$ cat src/rtl/fnd_scan_ctrl_pkg.sv
// Shared constants and segment lookup for the FND scan controller.
// Segment bytes are active-low, ordered {dp,g,f,e,d,c,b,a}.
package fnd_scan_ctrl_pkg;

  localparam int unsigned BCD_MAX = 9999;
  localparam int unsigned DP_BIT  = 7;

  localparam logic [7:0] SEG_0     = 8'hC0;
  localparam logic [7:0] SEG_1     = 8'hF9;
  localparam logic [7:0] SEG_2     = 8'hA4;
  localparam logic [7:0] SEG_3     = 8'hB0;
  localparam logic [7:0] SEG_4     = 8'h99;
  localparam logic [7:0] SEG_5     = 8'h92;
  localparam logic [7:0] SEG_6     = 8'h82;
  localparam logic [7:0] SEG_7     = 8'hF8;
  localparam logic [7:0] SEG_8     = 8'h80;
  localparam logic [7:0] SEG_9     = 8'h90;
  localparam logic [7:0] SEG_BLANK = 8'hFF;

  typedef logic [3:0] bcd_digit_t;

  function automatic logic [7:0] seg_of_digit(input bcd_digit_t d);
    logic [7:0] s;
    case (d)
      4'd0:    s = SEG_0;
      4'd1:    s = SEG_1;
      4'd2:    s = SEG_2;
      4'd3:    s = SEG_3;
      4'd4:    s = SEG_4;
      4'd5:    s = SEG_5;
      4'd6:    s = SEG_6;
      4'd7:    s = SEG_7;
      4'd8:    s = SEG_8;
      4'd9:    s = SEG_9;
      default: s = SEG_BLANK;
    endcase
    return s;
  endfunction

endpackage

$ cat src/rtl/fnd_scan_ctrl_bin2bcd_seq.sv
// Sequential double-dabble converter: one load cycle then 14 shift cycles,
// done pulses for one cycle and bcd holds until the next start.
module bin2bcd_seq
  import fnd_scan_ctrl_pkg::*;
(
  input  logic        clk,
  input  logic        reset,
  input  logic        start,
  input  logic [13:0] bin,
  output logic        busy,
  output logic        done,
  output logic [15:0] bcd
);

  logic [29:0] sr_q, sr_d;
  logic [3:0]  cnt_q, cnt_d;
  logic        busy_q, busy_d;
  logic        done_q, done_d;

  function automatic logic [15:0] dabble(input logic [15:0] b);
    logic [15:0] r;
    r = b;
    for (int unsigned i = 0; i < 4; i++) begin
      if (r[4*i +: 4] >= 4'd5) r[4*i +: 4] = r[4*i +: 4] + 4'd3;
    end
    return r;
  endfunction

  always_comb begin
    sr_d   = sr_q;
    cnt_d  = cnt_q;
    busy_d = busy_q;
    done_d = 1'b0;
    if (start && !busy_q) begin
      sr_d   = {16'd0, bin};
      cnt_d  = 4'd14;
      busy_d = 1'b1;
    end else if (busy_q) begin
      sr_d  = {dabble(sr_q[29:14]), sr_q[13:0]} << 1;
      cnt_d = cnt_q - 4'd1;
      if (cnt_q == 4'd1) begin
        busy_d = 1'b0;
        done_d = 1'b1;
      end
    end
  end

  always_ff @(posedge clk) begin
    if (reset) begin
      sr_q   <= '0;
      cnt_q  <= '0;
      busy_q <= 1'b0;
      done_q <= 1'b0;
    end else begin
      sr_q   <= sr_d;
      cnt_q  <= cnt_d;
      busy_q <= busy_d;
      done_q <= done_d;
    end
  end

  assign busy = busy_q;
  assign done = done_q;
  assign bcd  = sr_q[29:14];

endmodule

$ cat src/rtl/fnd_scan_ctrl.sv
// 4-digit common-anode FND scan controller: prescaler, digit index, per-frame
// snapshot/clamp into a BCD converter, and registered segment output.
module fnd_scan_ctrl
  import fnd_scan_ctrl_pkg::*;
#(
  parameter int unsigned SCAN_DIV = 100_000
) (
  input  logic        clk,
  input  logic        reset,
  input  logic [13:0] value,
  input  logic [3:0]  dot_mask,
  input  logic        blank_lz,
  output logic [1:0]  digit_sel,
  output logic [7:0]  seg,
  output logic        frame_tick,
  output logic        overflow
);

  localparam int unsigned PW = (SCAN_DIV > 1) ? $clog2(SCAN_DIV) : 1;

  logic [PW-1:0] pre_q, pre_d;
  logic [1:0]    digit_q, digit_d;
  logic [7:0]    seg_q, seg_d;
  logic          ovf_q, ovf_d;
  logic [15:0]   latch_q, latch_d;
  logic          tick;
  logic          over_max;
  logic [13:0]   snap;
  logic          cvt_busy, cvt_done;
  logic [15:0]   cvt_bcd;

  // Leading-zero test walks down from the top digit; digit 0 never blanks.
  function automatic logic [7:0] digit_pattern(input logic [1:0] idx, input logic [15:0] b,
                                               input logic [3:0] dots, input logic blank);
    logic [3:0] lz;
    logic [7:0] p;
    lz[3] = (b[15:12] == 4'd0);
    lz[2] = lz[3] && (b[11:8] == 4'd0);
    lz[1] = lz[2] && (b[7:4] == 4'd0);
    lz[0] = 1'b0;
    p = (blank && lz[idx]) ? SEG_BLANK : seg_of_digit(b[4*idx +: 4]);
    if (dots[idx]) p[DP_BIT] = 1'b0;
    return p;
  endfunction

  assign tick       = (pre_q == PW'(SCAN_DIV - 1));
  assign frame_tick = tick && (digit_q == 2'd3);
  assign over_max   = (value > 14'(BCD_MAX));
  assign snap       = over_max ? 14'(BCD_MAX) : value;

  always_comb begin
    pre_d   = tick ? '0 : pre_q + PW'(1);
    digit_d = tick ? digit_q + 2'd1 : digit_q;
    ovf_d   = frame_tick ? over_max : ovf_q;
    latch_d = cvt_done ? cvt_bcd : latch_q;
    // Pattern is built from the incoming index so seg and digit_sel move together.
    seg_d   = tick ? digit_pattern(digit_d, latch_q, dot_mask, blank_lz) : seg_q;
  end

  always_ff @(posedge clk) begin
    if (reset) begin
      pre_q   <= '0;
      digit_q <= '0;
      seg_q   <= SEG_BLANK;
      ovf_q   <= 1'b0;
      latch_q <= '0;
    end else begin
      pre_q   <= pre_d;
      digit_q <= digit_d;
      seg_q   <= seg_d;
      ovf_q   <= ovf_d;
      latch_q <= latch_d;
    end
  end

  bin2bcd_seq u_bin2bcd (
    .clk   (clk),
    .reset (reset),
    .start (frame_tick && !cvt_busy),
    .bin   (snap),
    .busy  (cvt_busy),
    .done  (cvt_done),
    .bcd   (cvt_bcd)
  );

  assign digit_sel = digit_q;
  assign seg       = seg_q;
  assign overflow  = ovf_q;

endmodule

$ cat config.mk
export PLATFORM = sky130hd
export DESIGN_NAME = fnd_scan_ctrl
export DESIGN_NICKNAME = d
export VERILOG_FILES = /design/src/rtl/fnd_scan_ctrl_pkg.sv /design/src/rtl/fnd_scan_ctrl_bin2bcd_seq.sv /design/src/rtl/fnd_scan_ctrl.sv
export SDC_FILE = /design/constraint.sdc
export NUM_CORES = 1
export LEC_CHECK = 0
export ABC_AREA = 1
export CAP_MARGIN = 20
export CORE_MARGIN = 4
export CORE_UTILIZATION = 50
export CTS_CLUSTER_SIZE = 25
export DETAILED_ROUTE_END_ITERATION = 10
export HOLD_SLACK_MARGIN = 0.1
export PLACE_DENSITY = 0.77
export SLEW_MARGIN = 20
export SYNTH_ARGS = -nofsm -noshare
export SYNTH_HDL_FRONTEND = slang
export SYNTH_SLANG_ARGS = --single-unit
export TNS_END_PERCENT = 5
$ cat constraint.sdc
create_clock -name clk -period 2.25 [get_ports clk]
set_clock_uncertainty 0.05 [all_clocks]
set_input_delay 0.45 -clock clk [delete_from_list [all_inputs] [get_ports clk]]
set_output_delay 0.45 -clock clk [all_outputs]
set_load 0.02 [all_outputs]
* Word-level counts from Yosys, hierarchy flattened
Memory sizes are Yosys's and may differ from the RTL's.
Index checks and enable logic that the tools add are counted.
Widths: inputs -> output; s select.
** Cells by class
- Reductions and logical operators :: 14
- Order comparisons :: 6
- $add $sub $neg :: 7
- Eq/ne operators :: 3
- Bitwise logic cells :: 1
- Shift-type cells :: 1
- Multiplexer cells :: 20
** Operators by type and width (count)
- $mux 14 :: 3
- $mux 4 :: 5
- $add 17x1->17 const B :: 1
- $eq 17x17->1 const B :: 1
- $ge 4x3->1 const B :: 4
- $shiftx 16x5->4 :: 1
- $gt 14x14->1 const B :: 1
- $add 4x2->4 const B :: 3
- $logic_not 4->1 :: 3
- $mux 8 :: 1
- $mux 1 :: 7
- $logic_and 1x1->1 :: 6
- $bmux 1 s2 :: 2
- $eq 4x1->1 const B :: 1
- $reduce_or 2->1 :: 2
- $sub 4x1->4 const B :: 1
- $add 3x2->3 const B :: 1
- $lt 2x3->1 const B :: 1
- $mux 3 :: 1
- $reduce_or 3->1 :: 1
- $add 2x1->2 const B :: 1
- $eq 2x2->1 const B :: 1
- $mux 2 :: 1
- $reduce_bool 2->1 :: 1
- 2 further kinds :: 2
** Storage, ports and cells
- Logic and storage cells :: 64
- Flip-flop bits (word level) :: 80
- Input bits :: 21
- Memories kept :: 1
- Bits in read-only memories :: 112
- Output and inout port bits :: 12
** Memories
- (no name shown) :: words 16, width 7, read ports 1, clocked after Yosys merged registers in 0, write ports 0, line fnd_scan_ctrl_pkg.sv:24 : case (d)

* Longest topological paths before layout
- Depth in word-level cells :: 8
- Mapped depth :: 17
- Gate-level depth less buffers :: 16

* Modules after synthesis
A second synthesis with hierarchy kept.
** Second synthesis, totals
- Cells, all modules :: 636
- Area total of the unflattened synthesis :: 4521.8 µm²
** By module, submodules not included
- fnd_scan_ctrl :: cells an instance 338, instances 1, area each 2434.8 µm², seq. area each 880.8 µm²
- bin2bcd_seq :: cells an instance 298, instances 1, area each 2087.0 µm², seq. area each 720.7 µm²

* Worst setup path after synthesis
No wires, ideal clock.
- Path kind :: register to register
- From :: reg pre_q[0]
- To :: reg seg_q[3] (netlist: seg[3])
- Stages on the path, launching flop included :: 16
- Path slack :: 0.084 ns
- Library setup time :: 0.070 ns
- Arrival time :: 2.046 ns
- Path buffers :: 1
- Cell sequence :: dfxtp_1 > ha_1 > nand3_2 > nor2_2 > nand4_4 > nand2_4 > buf_6 > nand2_1 > nand3_1 > nand2_2 > ha_1 > inv_1 > nand2_1 > nand2_1 > nand2_1 > a21oi_1
** On the way
- Longest elaborated chain between the ends :: 6
** RTL lines
- start: declaration :: line fnd_scan_ctrl.sv:21 : logic [PW-1:0] pre_q, pre_d;
- start signal: assignment :: line fnd_scan_ctrl.sv:68 : pre_q <= pre_d;
- $eq 17x17->1 * :: line fnd_scan_ctrl.sv:46 : assign tick = (pre_q == PW'(SCAN_DIV - 1));
- branches (longest 5 deep; another with $mem_v2 16x7)
- end signal: assignment :: line fnd_scan_ctrl.sv:70 : seg_q <= seg_d;
- end: declaration :: line fnd_scan_ctrl.sv:23 : logic [7:0] seg_q, seg_d;
Mark *: on every way between the ends. The select of a mux whose other input is x is not followed.
A chain may end at the register's enable or synchronous reset.

* Worst setup path in the final report
- From :: reg pre_q[1]
- To :: reg seg_q[3] (netlist: seg[3])
Same word-level chain as after synthesis.

==> run_summary.xml <==
<?xml version="1.0" encoding="UTF-8"?>
<metrics>
  <group name="timing">
    <metric name="max_freq" unit="GHz">0.440</metric>
    <metric name="final.min_clock_period" unit="ps">2270</metric>
    <metric name="setup-violations-final" unit="">4</metric>
    <metric name="setup_slack" unit="ps">-22.1</metric>
    <metric name="finalHoldViolCount" unit="">0</metric>
    <metric name="rsz_0062_raised_after_global_routing" unit="">yes</metric>
    <metric name="final.hold.worst_slack" unit="ps">425</metric>
    <metric name="worstMarginPinSlew" unit="ps">400</metric>
    <metric name="slew_headroom" unit="%">73.1</metric>
    <metric name="fin_crit_sh" unit="%">101</metric>
    <metric name="totalNegativeSetupSlack" unit="ps">-48.3</metric>
    <metric name="finalMaxSlewViolations" unit="">0</metric>
  </group>
  <group name="clock_tree">
    <metric name="clock_tree.htree_level_count" unit="">3</metric>
    <metric name="cts.reportedPaths.clkPinSlew" unit="ps">90</metric>
    <metric name="clock_tree.buffer_depth" unit="">2</metric>
    <metric name="tritoncts" unit="">done</metric>
    <metric name="clock_tree.root_cell" unit="">sky130_fd_sc_hd__clkbuf_8</metric>
    <metric name="clk_lat_worst_skew" unit="ps">360</metric>
    <metric name="cts.sinks" unit="">80</metric>
    <metric name="cts_inserted_buffers" unit="">9</metric>
    <metric name="post_cts_hold_buffer_count" unit="">0</metric>
  </group>
  <group name="synthesis">
    <metric name="postSynthRegisterBits" unit="">80</metric>
    <metric name="yosysSeqAreaShare" unit="%">40.1</metric>
    <metric name="syn_nets" unit="">596</metric>
    <metric name="synth_cells" unit="">562</metric>
    <metric name="avg_cell_area_syn" unit="sq um">7.11</metric>
    <metric name="synth_warnings" unit="">0</metric>
    <metric name="synth.largest_area_cell" unit="">sky130_fd_sc_hd__dfxtp_1</metric>
    <metric name="synth.top_cells.by_area" unit="">sky130_fd_sc_hd__dfxtp_1 (40%), sky130_fd_sc_hd__nand2_1 (9.9%), sky130_fd_sc_hd__inv_1 (7.7%), sky130_fd_sc_hd__a21oi_1 (7.0%), sky130_fd_sc_hd__o21ai_0 (4.9%)</metric>
    <metric name="post_synth_instance_area" unit="sq um">3990</metric>
    <metric name="synth_top_area_share" unit="%">40.1</metric>
    <metric name="post_synth_num_cell_types" unit="">39</metric>
  </group>
  <group name="die">
    <metric name="initial_core_util" unit="%">51.7</metric>
    <metric name="design.core.area" unit="sq um">7730</metric>
    <metric name="die_area" unit="sq um">9480</metric>
    <metric name="fp.dieW" unit="um">97.4</metric>
    <metric name="row_count" unit="">32</metric>
    <metric name="pin_count" unit="">33</metric>
    <metric name="dieHeight" unit="um">97.4</metric>
  </group>
  <group name="power_and_ir_drop">
    <metric name="ir_drop" unit="mV">0.402</metric>
    <metric name="post-layout-total-power" unit="mW">2.86</metric>
    <metric name="pd_cells" unit="nW/um^2">564</metric>
    <metric name="p_leak" unit="nW">2.04</metric>
  </group>
  <group name="final_layout">
    <metric name="post_route_cells_drive_above_1_share" unit="%">16.2</metric>
    <metric name="final_net_count" unit="">658</metric>
    <metric name="layout.cells.most_common_list" unit="">sky130_fd_sc_hd__nand2_1 (99), sky130_fd_sc_hd__inv_1 (81), sky130_fd_sc_hd__dfxtp_1 (77)</metric>
    <metric name="register_area" unit="sq um">1610</metric>
    <metric name="design_area" unit="sq um">5080</metric>
    <metric name="antenna-diode-count" unit="">0</metric>
    <metric name="fill_cells" unit="">620</metric>
    <metric name="finalNonFillerCells" unit="">731</metric>
    <metric name="finalCoreUtilization" unit="%">65.8</metric>
    <metric name="final_common_cell" unit="">sky130_fd_sc_hd__nand2_1</metric>
    <metric name="area_of_the_multi_input_gates" unit="sq um">2160</metric>
    <metric name="areaGrowthSynthToFinish" unit="%">27.2</metric>
  </group>
  <group name="drt">
    <metric name="route.detailed.drc" unit="">0</metric>
    <metric name="vias" unit="">4017</metric>
    <metric name="vias_per_cell" unit="">5.50</metric>
    <metric name="drtAntennaViolNets" unit="">0</metric>
    <metric name="drt_iter0_markers" unit="">284</metric>
    <metric name="detail_route.wirelength" unit="um">10500</metric>
    <metric name="drtPass1Iterations" unit="">7</metric>
    <metric name="drt-wirelength-per-cell" unit="um">14.4</metric>
  </group>
  <group name="grt">
    <metric name="grt.overflow.total" unit="">0</metric>
    <metric name="number_of_global_route_vias_before_repair" unit="">3722</metric>
    <metric name="largest_net_degree_at_the_start_of_global_routing" unit="">33</metric>
    <metric name="number_of_antenna_violations_at_the_first_check_in_global_routing" unit="">0</metric>
    <metric name="global_route.usage.total" unit="%">20.2</metric>
    <metric name="grt_pass1_wl" unit="um">16200</metric>
  </group>
  <group name="placed_design">
    <metric name="detailed_place_hpwl" unit="um">6820</metric>
    <metric name="placed_area" unit="sq um">4530</metric>
    <metric name="io_buffers" unit="">32</metric>
    <metric name="placement.setup.worst_slack" unit="ps">-70.7</metric>
    <metric name="dp_cells" unit="">698</metric>
    <metric name="global_placement_routability_congestion" unit="">1.01</metric>
  </group>
  <group name="hold_path">
    <metric name="timing.hold.worst.class" unit="">reg2reg</metric>
  </group>
  <group name="setup_path">
    <metric name="critical_path.endpoint_type" unit="">flop</metric>
    <metric name="cp_top_family" unit="">simple AND/OR/NAND/NOR gates</metric>
    <metric name="crit_arrival" unit="ps">2530</metric>
    <metric name="worstPathRequired" unit="ps">2510</metric>
    <metric name="worstSetupStartpointType" unit="">flop</metric>
    <metric name="critPathSlowestCell" unit="">sky130_fd_sc_hd__dfxtp_2</metric>
    <metric name="criticalPathCategory" unit="">reg2reg</metric>
    <metric name="cp_common_cell" unit="">sky130_fd_sc_hd__nand2_1</metric>
    <metric name="critical_path_peak_fanout" unit="">7</metric>
    <metric name="worstPathCellList" unit="">ha_4 -&gt; nand3_4 -&gt; nor2_4 -&gt; nand3_4 -&gt; nand2_8 -&gt; buf_6 -&gt; nand3b_1 -&gt; nand3_2 -&gt; nand2_4 -&gt; ha_4 -&gt; inv_2 -&gt; nand2_1 -&gt; nand2_1 -&gt; nand2_1 -&gt; a21oi_2</metric>
    <metric name="critical_path.n_buffers_inverters" unit="">2</metric>
    <metric name="worst-r2r-setup-slack" unit="ps">-20</metric>
    <metric name="crit_path_max_incr_delay" unit="ps">370</metric>
  </group>
  <group name="outcome">
    <metric name="failing_checks" unit="">negative setup slack</metric>
    <metric name="run_status" unit="">finished with violations</metric>
  </group>
  <group name="flow_run">
    <metric name="cap_violations" unit="">0</metric>
  </group>
</metrics>
-- flip-flops by register name (all words and copies together), names as in the netlist --
register	cells
latch_q	16
u_bin2bcd.done	1
u_bin2bcd.sr_q	30
digit_sel	2
overflow	1
pre_q	17
seg	8
u_bin2bcd.busy	1
u_bin2bcd.cnt_q	4
-- layout make-up --
type	instances	share of cell area, %
Timing Repair Buffer	69	12.2
Multi-Input combinational cell	380	42.5
Clock buffer	10	2.71
Clock inverter	6	2.27
Tap cell	102	2.51
Inverter	84	6.21
Sequential cell	80	31.6
-- worst min-delay path, stage by stage, from the launching register on --
cell	delay (ps)
sky130_fd_sc_hd__dfxtp_1	320
sky130_fd_sc_hd__nand2_1	60
sky130_fd_sc_hd__a21oi_1	50
-- final timing paths --
path	from	endpoint	cells after the start
worst max-delay path	pre_q[1]	seg[3]	15
worst min register to register	u_bin2bcd.sr_q[0]	u_bin2bcd.sr_q[0]	2
worst min-delay path	u_bin2bcd.sr_q[0]	u_bin2bcd.sr_q[0]	2
worst max register to register	pre_q[1]	seg[3]	15
-- cells in the mapped netlist --
cell type	n
sky130_fd_sc_hd__o221ai_1	5
sky130_fd_sc_hd__o211ai_1	5
sky130_fd_sc_hd__nand3_1	37
sky130_fd_sc_hd__xor2_1	7
sky130_fd_sc_hd__o31ai_1	1
sky130_fd_sc_hd__clkinv_1	1
sky130_fd_sc_hd__o211ai_2	1
sky130_fd_sc_hd__o22ai_1	4
sky130_fd_sc_hd__nand3_4	1
sky130_fd_sc_hd__nor3b_1	2
sky130_fd_sc_hd__nand4_1	7
sky130_fd_sc_hd__nor3_1	9
sky130_fd_sc_hd__nor2_1	52
sky130_fd_sc_hd__o21ai_2	1
sky130_fd_sc_hd__inv_2	1
sky130_fd_sc_hd__nand2_4	2
sky130_fd_sc_hd__a31oi_1	3
sky130_fd_sc_hd__inv_1	82
sky130_fd_sc_hd__buf_2	1
sky130_fd_sc_hd__nand2_2	4
sky130_fd_sc_hd__nor2_2	3
sky130_fd_sc_hd__or2_1	2
sky130_fd_sc_hd__o21ai_0	39
sky130_fd_sc_hd__nand4_4	1
sky130_fd_sc_hd__or2_2	5
sky130_fd_sc_hd__ha_1	13
sky130_fd_sc_hd__clkbuf_1	17
sky130_fd_sc_hd__buf_6	1
sky130_fd_sc_hd__nand2_1	105
sky130_fd_sc_hd__and2_1	1
sky130_fd_sc_hd__nor2_4	2
sky130_fd_sc_hd__dfxtp_1	80
sky130_fd_sc_hd__nand3_2	1
sky130_fd_sc_hd__o21a_1	1
sky130_fd_sc_hd__nor4_1	3
sky130_fd_sc_hd__nand3b_1	1
sky130_fd_sc_hd__a311oi_1	4
sky130_fd_sc_hd__xnor2_1	1
sky130_fd_sc_hd__a21oi_1	56
-- kinds of logic after synthesis --
| family | synth area share (%) |
|---|---|
| AO/OA/AOI/OAI | 16.8 |
| flip-flops | 40.1 |
| AND/OR/NAND/NOR | 27.3 |
| buffers and inverters | 9.90 |
| adder cells (fa/ha/maj) | 4.07 |
| XOR/XNOR | 1.75 |
-- where the power goes --
group	total [mW]	internal, mW	leakage [nW]	switching, mW
combinational	0.103	0.0549	1.27	0.0486
clock	1.33	0.773	0.123	0.561
sequential	1.43	1.42	0.646	0.00617
-- metal layers --
metal | track usage (%) | wire length [um]
met5 | 0 | 0
met4 | 6.92 | 407
met3 | 5.24 | 556
met2 | 36.0 | 5340
met1 | 23.4 | 4220
-- what timing repair did --
action / 4_1_cts / 5_1_grt
buffers inserted: 0 / 16
resized for setup: 9 / 32
pin swaps: 2 / 16
cloned: 0 / 1
setup endpoints to repair: 2 / 10
Note: power is estimated with default switching activity, not from simulation.
